===== config.mk =====
export PLATFORM = sky130hd
export DESIGN_NAME = alu_ir_mar_datapath_flat
export DESIGN_NICKNAME = d
export VERILOG_FILES = /design/src/rtl/alu_ir_mar_datapath_if.sv /design/src/rtl/alu_ir_mar_datapath.sv /design/src/flat_wrapper.sv
export SDC_FILE = /design/constraint.sdc
export NUM_CORES = 1
export LEC_CHECK = 0
export CAP_MARGIN = 20
export CORE_MARGIN = 5
export CORE_UTILIZATION = 54
export CTS_BUF_LIST = sky130_fd_sc_hd__clkbuf_4 sky130_fd_sc_hd__clkbuf_8
export DETAILED_ROUTE_END_ITERATION = 16
export PLACE_DENSITY = 0.95
export SYNTH_ARGS = -nofsm -noshare
export SYNTH_HDL_FRONTEND = slang
export SYNTH_SLANG_ARGS = --single-unit

===== constraint.sdc =====
create_clock -name CLK -period 28.7 [get_ports CLK]
set_input_delay 8.61 -clock CLK [delete_from_list [all_inputs] [get_ports CLK]]
set_output_delay 8.61 -clock CLK [all_outputs]
set_load 0.01 [all_outputs]

===== src/rtl/alu_ir_mar_datapath_if.sv =====
// alu_ir_mar_datapath_if
// Bundles the ALU operand/result/flag signals and the MAR/IR load and data
// signals shared between the control side (master) and the datapath (slave).
interface alu_ir_mar_datapath_if #(
    parameter int WIDTH = 32
);
    logic [WIDTH-1:0] alu_a;
    logic [WIDTH-1:0] alu_b;
    logic [4:0]       alu_op;
    logic             carry_in;
    logic [WIDTH-1:0] result;
    logic             FlagZ;
    logic             FlagN;
    logic             FlagC;
    logic             FlagV;
    logic             MARLd;
    logic [WIDTH-1:0] mar_q;
    logic             IRLd;
    logic [WIDTH-1:0] ir_d;
    logic [WIDTH-1:0] ir_q;

    modport master (
        output alu_a, alu_b, alu_op, carry_in, MARLd, IRLd, ir_d,
        input  result, FlagZ, FlagN, FlagC, FlagV, mar_q, ir_q
    );

    modport slave (
        input  alu_a, alu_b, alu_op, carry_in, MARLd, IRLd, ir_d,
        output result, FlagZ, FlagN, FlagC, FlagV, mar_q, ir_q
    );
endinterface


===== src/rtl/alu_ir_mar_datapath.sv =====
// alu_ir_mar_datapath
// Combinational ALU (ARM data-processing op encoding) feeding the Memory
// Address Register, plus the Instruction Register loaded from RAM data-out.
// Optional macro ALU_EXT_OPS_EN enables the address-helper ops 16..21;
// without it, ops 16..31 all behave as reserved (result 0, C=carry_in, V=0).
module alu_ir_mar_datapath #(
    parameter int WIDTH = 32
) (
    input logic                 CLK,
    input logic                 CLR,
    alu_ir_mar_datapath_if.slave bus
);

    typedef enum logic [4:0] {
        OP_AND  = 5'd0,
        OP_EOR  = 5'd1,
        OP_SUB  = 5'd2,
        OP_RSB  = 5'd3,
        OP_ADD  = 5'd4,
        OP_ADC  = 5'd5,
        OP_SBC  = 5'd6,
        OP_RSC  = 5'd7,
        OP_TST  = 5'd8,
        OP_TEQ  = 5'd9,
        OP_CMP  = 5'd10,
        OP_CMN  = 5'd11,
        OP_ORR  = 5'd12,
        OP_MOV  = 5'd13,
        OP_BIC  = 5'd14,
        OP_MVN  = 5'd15,
        OP_INCA = 5'd16,
        OP_PASA = 5'd17,
        OP_PASB = 5'd18,
        OP_ADDA = 5'd19,
        OP_SUBA = 5'd20,
        OP_INCB = 5'd21
    } aluOp_e;

    aluOp_e           aluOp;
    logic [WIDTH-1:0] aluResult;
    logic             flagC;
    logic             flagV;
    logic             isArith;
    logic [WIDTH-1:0] addX;
    logic [WIDTH-1:0] addY;
    logic             addCin;
    logic [WIDTH:0]   sum;

    logic [WIDTH-1:0] marReg_q;
    logic [WIDTH-1:0] marReg_d;
    logic [WIDTH-1:0] irReg_q;
    logic [WIDTH-1:0] irReg_d;

    assign aluOp = aluOp_e'(bus.alu_op);

    // ALU: all arithmetic ops share one adder; subtraction is X + ~Y + cin
    always_comb begin
        aluResult = '0;
        flagC     = bus.carry_in;
        flagV     = 1'b0;
        isArith   = 1'b0;
        addX      = '0;
        addY      = '0;
        addCin    = 1'b0;
        case (aluOp)
            OP_AND, OP_TST: aluResult = bus.alu_a & bus.alu_b;
            OP_EOR, OP_TEQ: aluResult = bus.alu_a ^ bus.alu_b;
            OP_SUB, OP_CMP: begin
                isArith = 1'b1;
                addX    = bus.alu_a;
                addY    = ~bus.alu_b;
                addCin  = 1'b1;
            end
            OP_RSB: begin
                isArith = 1'b1;
                addX    = bus.alu_b;
                addY    = ~bus.alu_a;
                addCin  = 1'b1;
            end
            OP_ADD, OP_CMN: begin
                isArith = 1'b1;
                addX    = bus.alu_a;
                addY    = bus.alu_b;
            end
            OP_ADC: begin
                isArith = 1'b1;
                addX    = bus.alu_a;
                addY    = bus.alu_b;
                addCin  = bus.carry_in;
            end
            OP_SBC: begin
                isArith = 1'b1;
                addX    = bus.alu_a;
                addY    = ~bus.alu_b;
                addCin  = bus.carry_in;
            end
            OP_RSC: begin
                isArith = 1'b1;
                addX    = bus.alu_b;
                addY    = ~bus.alu_a;
                addCin  = bus.carry_in;
            end
            OP_ORR: aluResult = bus.alu_a | bus.alu_b;
            OP_MOV: aluResult = bus.alu_b;
            OP_BIC: aluResult = bus.alu_a & ~bus.alu_b;
            OP_MVN: aluResult = ~bus.alu_b;
`ifdef ALU_EXT_OPS_EN
            OP_INCA: begin
                isArith = 1'b1;
                addX    = bus.alu_a;
                addY    = WIDTH'(4);
            end
            OP_PASA: aluResult = bus.alu_a;
            OP_PASB: aluResult = bus.alu_b;
            OP_ADDA: begin
                isArith = 1'b1;
                addX    = bus.alu_a;
                addY    = bus.alu_b;
            end
            OP_SUBA: begin
                isArith = 1'b1;
                addX    = bus.alu_a;
                addY    = ~bus.alu_b;
                addCin  = 1'b1;
            end
            OP_INCB: begin
                isArith = 1'b1;
                addX    = bus.alu_b;
                addY    = WIDTH'(4);
            end
`endif
            default: aluResult = '0;
        endcase
        sum = {1'b0, addX} + {1'b0, addY} + (WIDTH + 1)'(addCin);
        if (isArith) begin
            aluResult = sum[WIDTH-1:0];
            flagC     = sum[WIDTH];
            flagV     = (addX[WIDTH-1] == addY[WIDTH-1]) && (sum[WIDTH-1] != addX[WIDTH-1]);
        end
    end

    assign bus.result = aluResult;
    assign bus.FlagZ  = (aluResult == '0);
    assign bus.FlagN  = aluResult[WIDTH-1];
    assign bus.FlagC  = flagC;
    assign bus.FlagV  = flagV;

    // Next-state for MAR and IR: load when enabled, otherwise hold
    always_comb begin
        marReg_d = bus.MARLd ? aluResult : marReg_q;
        irReg_d  = bus.IRLd ? bus.ir_d : irReg_q;
    end

    // MAR/IR registers; CLR wins over any coincident load
    always_ff @(posedge CLK) begin
        if (CLR) begin
            marReg_q <= '0;
            irReg_q  <= '0;
        end else begin
            marReg_q <= marReg_d;
            irReg_q  <= irReg_d;
        end
    end

    assign bus.mar_q = marReg_q;
    assign bus.ir_q  = irReg_q;

endmodule


===== src/flat_wrapper.sv =====
// flat-port wrapper written by rule: the top's interface ports become plain ports
module alu_ir_mar_datapath_flat 
#(
    parameter int WIDTH = 32
)
  (CLK, CLR, bus_alu_a, bus_alu_b, bus_alu_op, bus_carry_in, bus_MARLd, bus_IRLd, bus_ir_d, bus_result, bus_FlagZ, bus_FlagN, bus_FlagC, bus_FlagV, bus_mar_q, bus_ir_q);
  alu_ir_mar_datapath_if #(.WIDTH(WIDTH)) bus_i ();
  input logic CLK;
  input logic CLR;
  input wire logic [$bits(bus_i.alu_a)-1:0] bus_alu_a;
  input wire logic [$bits(bus_i.alu_b)-1:0] bus_alu_b;
  input wire logic [$bits(bus_i.alu_op)-1:0] bus_alu_op;
  input wire logic [$bits(bus_i.carry_in)-1:0] bus_carry_in;
  input wire logic [$bits(bus_i.MARLd)-1:0] bus_MARLd;
  input wire logic [$bits(bus_i.IRLd)-1:0] bus_IRLd;
  input wire logic [$bits(bus_i.ir_d)-1:0] bus_ir_d;
  output wire logic [$bits(bus_i.result)-1:0] bus_result;
  output wire logic [$bits(bus_i.FlagZ)-1:0] bus_FlagZ;
  output wire logic [$bits(bus_i.FlagN)-1:0] bus_FlagN;
  output wire logic [$bits(bus_i.FlagC)-1:0] bus_FlagC;
  output wire logic [$bits(bus_i.FlagV)-1:0] bus_FlagV;
  output wire logic [$bits(bus_i.mar_q)-1:0] bus_mar_q;
  output wire logic [$bits(bus_i.ir_q)-1:0] bus_ir_q;
  assign bus_i.alu_a = bus_alu_a;
  assign bus_i.alu_b = bus_alu_b;
  assign bus_i.alu_op = bus_alu_op;
  assign bus_i.carry_in = bus_carry_in;
  assign bus_i.MARLd = bus_MARLd;
  assign bus_i.IRLd = bus_IRLd;
  assign bus_i.ir_d = bus_ir_d;
  assign bus_result = bus_i.result;
  assign bus_FlagZ = bus_i.FlagZ;
  assign bus_FlagN = bus_i.FlagN;
  assign bus_FlagC = bus_i.FlagC;
  assign bus_FlagV = bus_i.FlagV;
  assign bus_mar_q = bus_i.mar_q;
  assign bus_ir_q = bus_i.ir_q;
  alu_ir_mar_datapath #(.WIDTH(WIDTH)) u_core (.CLK(CLK), .CLR(CLR), .bus(bus_i));
endmodule

==> results list <==
- The flow ran to the end, and the final reports show no timing, DRC or antenna violations.
- Post-synth top flop: sky130_fd_sc_hd__dfxtp_1
- Clock Tree Buf Depth: 2
- The clock network accounts for 22.6% of the total power.
- The internal power of the cells totals 0.1887 mW.
- Post-route setup slack: 5.004 ns
- Proportion of layout cells with a drive suffix above 1: 4.992%
- The setup check on the worst reg-to-reg path leaves a slack of 27.98 ns.
- Global routing used 32.76% of the available tracks across all layers.
- Buffers added to address setup during post-CTS repair amount to 0.
- Power per cell area: 30.77 nW/um^2
- At the placement stage, the worst setup path has a slack of 5.128 ns.
- The hold violation total from the final report was 0.
- Measured against its own limit, the worst slew margin works out to 30.50%.
- Number of synthesized flops with an enable pin: 0
- Yosys mapped the design onto 77 distinct sky130hd cell types.
- The initial antenna violation count was 0.
- Switching part of the total power: 36.18%
- IO Pins: 206
* Most frequent cells after synthesis: 131 x sky130_fd_sc_hd__nand2_1, 130 x sky130_fd_sc_hd__nor2_1, 93 x sky130_fd_sc_hd__o21ai_0
- Of all nets on the critical path, the largest fanout is 33.
- The layout has 1,070 filler cells.
* Antenna viol nets, final: 0
- Clock buffers created by TritonCTS: 9
- The cell area that synthesis handed to floorplanning was 7325 um^2.
- Worst min-delay path startpoint: u_core.bus.mar_q[8]
- Yosys instantiated no cell more often than sky130_fd_sc_hd__nand2_1.
- For this block, the routed nets add up to 27.67 mm of wire.
* Final Power: 0.2956 mW
- The floorplan step defined a die boundary enclosing 15,990 um^2.
- Clock-pin slew was measured on the worst setup and hold paths at 0.06 ns.
* DR vias: 8,990
- At the later pin of the worst-skew pair, clock insertion delay measures 0.33 ns.
- The number of hold buffers added after CTS was 0.
* Switching pwr: 0.1069 mW
- Data on the critical path arrives at its endpoint at 15.09 ns.
- Summed over its instances, the top area cell type makes up 17.49% of the synthesized netlist area.
- Std cell rows: 42
* Growth of design area from synthesis to finish: 31.18%
- After detailed routing, the number of remaining DRC violations is 0.
* Crit. End Element: output pin
- The worst register-to-register path ends at u_core.bus.mar_q[25].
- Number of global-route vias before repair: 8,241
* R2r worst-path depth: 2
- Synthesis inferred 64 register bits.
- The number of nets handed over by synthesis was 1,227.
* Synth Instances: 1,056
- For the worst setup path, the data required time is 20.09 ns.
* Number of setup violations in the final report: 0
* Setup Total Neg Slack: 0 ns
- Across the run, the number of max-cap violations was 0.
* Hold crit path type: reg2reg
- The path with the worst hold slack has its endpoint at u_core.bus.mar_q[8].
* Total gr overflow: 0
- Dividing the synthesized area by the synthesized cell count gives 6.936 um^2.
- R2r startpoint: u_core.bus.mar_q[25]
- Register share of total power: 33.1%
* Min Tclk post-route: 23.70 ns
* HPWL reported at the end of detailed placement: 21.19 mm
* Count of input and output buffers: 205
* Setup repair after global routing missed its margin: false
* Share of async-settable or async-resettable flops after synthesis: 0%
- Synth area leader: sky130_fd_sc_hd__dfxtp_1
- Hold Path Depth: 2
- On the final layout, the worst clock skew is 0 ns.
* Critical Path Start Type: input pin
* Sink Count: 64
* # resized after CTS: 0
- Measured along the x axis, the die boundary spans 126.5 um.
- Final Wtd Congestion: 1.011
- The repair_antennas step left the layout with diodes totalling 0.
* Critical path class: in2out
- Pins over their slew limit: 0
- During synthesis, Yosys emitted a total of 0 warnings.
* Largest net degree at the start of global routing: 65
* Pin slew with the least headroom to its limit: 1.032 ns
- After synthesis, flip-flops and latches occupy 17.49% of the total area.
- Htree depth: 3
* Post-DR wirelength/cell: 19.79 um
- By area the synthesized netlist is led by sky130_fd_sc_hd__dfxtp_1 17%, sky130_fd_sc_hd__ha_1 11%, sky130_fd_sc_hd__nand2_1 6.7%.
* Clock tree from TritonCTS: yes
* Final std cells w/o fill: 1,398
- Via-to-Cell Ratio: 6.431
- Timing would allow up to 42.20 MHz.
- Once placement completed, the tool counted placed cells totaling 1,380.
- Final Cycle Share: 82.56%
- From bottom edge to top edge, the die measures 126.5 um.
- Across the VDD grid, the largest voltage drop is 0.02073 mV.
- Fin util: 72.27%
- For this configuration, the core starts out at a cell density of 55.09%.
- Nets@finish: 1,388
* Combinational share of power: 44.3%
- Core ar.: 13,300 um^2
* Leakage power total: 4.052 nW
* Drt initial violations: 1,157
* First-pass GRT wire length: 43.19 mm
- Root buffer cell: sky130_fd_sc_hd__clkbuf_8
- Count of TritonRoute iterations in the first routing pass: 8
-- cell type report --
class	instances	area, um^2	area share [%]
clock inverters	4	20.02	0.2084
well taps	176	220.2	2.292
repair buffers	217	2150	22.37
inverters	84	315.3	3.282
flip-flops and latches	64	1281	13.34
clock buffers	12	152.6	1.589
multi-input cells	841	5469	56.92
-- sequential cells by signal (all words and copies together), names as in the netlist --
name / cells
u_core.bus.mar_q: 32
u_core.bus.ir_q: 32
-- critical path, cell delays in order --
cell and delay (ns):
sky130_fd_sc_hd__clkdlybuf4s50_1 0.80, sky130_fd_sc_hd__nand2b_1 0.24, sky130_fd_sc_hd__o22ai_1 0.21, sky130_fd_sc_hd__nor2b_2 0.15, sky130_fd_sc_hd__buf_4 0.38, sky130_fd_sc_hd__nand2b_1 0.58
sky130_fd_sc_hd__buf_4 0.38, sky130_fd_sc_hd__a2bb2oi_1 0.13, sky130_fd_sc_hd__fa_1 0.41, sky130_fd_sc_hd__nand2b_1 0.21, sky130_fd_sc_hd__a211oi_2 0.30, sky130_fd_sc_hd__nor2_1 0.14
sky130_fd_sc_hd__a21oi_1 0.14, sky130_fd_sc_hd__o311ai_0 0.26, sky130_fd_sc_hd__clkbuf_2 0.24, sky130_fd_sc_hd__nor4b_1 0.56, sky130_fd_sc_hd__and4_1 0.27, sky130_fd_sc_hd__nand4_1 0.16
sky130_fd_sc_hd__nor4_2 0.30, sky130_fd_sc_hd__clkdlybuf4s50_1 0.60
-- worst max path at each step --
stage	startpoint	endpoint	slack, ns	cells after the start
after floorplan	bus_alu_op[1]	bus_FlagZ	7.32	19
after global placement	bus_alu_op[2]	bus_FlagZ	5.36	21
after detailed placement	bus_alu_op[2]	bus_FlagZ	5.13	21
after CTS	bus_alu_op[2]	bus_FlagZ	5.11	21
after global routing	bus_alu_op[2]	bus_FlagZ	4.68	21
final	bus_alu_op[2]	bus_FlagZ	5.00	20
-- cell families after synthesis --
group / synth area share (%)
xor+xnor: 3.587
fa+ha+maj: 11.31
simple gates: 24.19
mux: 5.074
buf+inv: 8.097
compound gates: 30.25
flops: 17.49
-- layout by cell type, fill, tap and decap left out, drive strengths merged, types with 13 or more instances in the layout --
cell | netlist | layout
clkbuf | 46 | 13
xnor2 | 13 | 13
ha | 63 | 63
nor3 | 36 | 36
buf | 21 | 13
a21oi | 58 | 58
o21ai | 98 | 98
clkdlybuf4s50 | 0 | 203
nand2 | 131 | 131
xor2 | 17 | 17
a22oi | 13 | 13
nor2 | 130 | 130
o221ai | 40 | 40
dfxtp | 64 | 64
a211oi | 24 | 24
inv | 83 | 83
mux2i | 36 | 36
-- power groups by stage --
stage | Sequential [mW] | Combinational [mW] | Clock (mW)
2_1_floorplan | 0.102 | 0.0643 | 0
3_3_place_gp | 0.0993 | 0.125 | 0
3_5_place_dp | 0.0995 | 0.127 | 0
4_1_cts | 0.0977 | 0.128 | 0.0682
5_1_grt | 0.0984 | 0.140 | 0.0719
6_report | 0.0977 | 0.131 | 0.0669
-- per-stage QoR --
stage	instance area (um^2)	hold WS (ns)
finish	9608	0.4675
global route	9608	0.5021
CTS	9575	0.4680
detailed placement	9403	0.4583
global placement	9403	0.4549
floorplan	7325	0.4900
-- per-layer routing --
layer,track usage [%],vias to the layer above,part of all wire [%]
li1,-,4151,-
met4,14.45,0,4.5
met1,41.81,4064,38
met3,7.440,113,13
met5,0,-,0
met2,52.86,662,45
(Power assumes the default switching activity.)
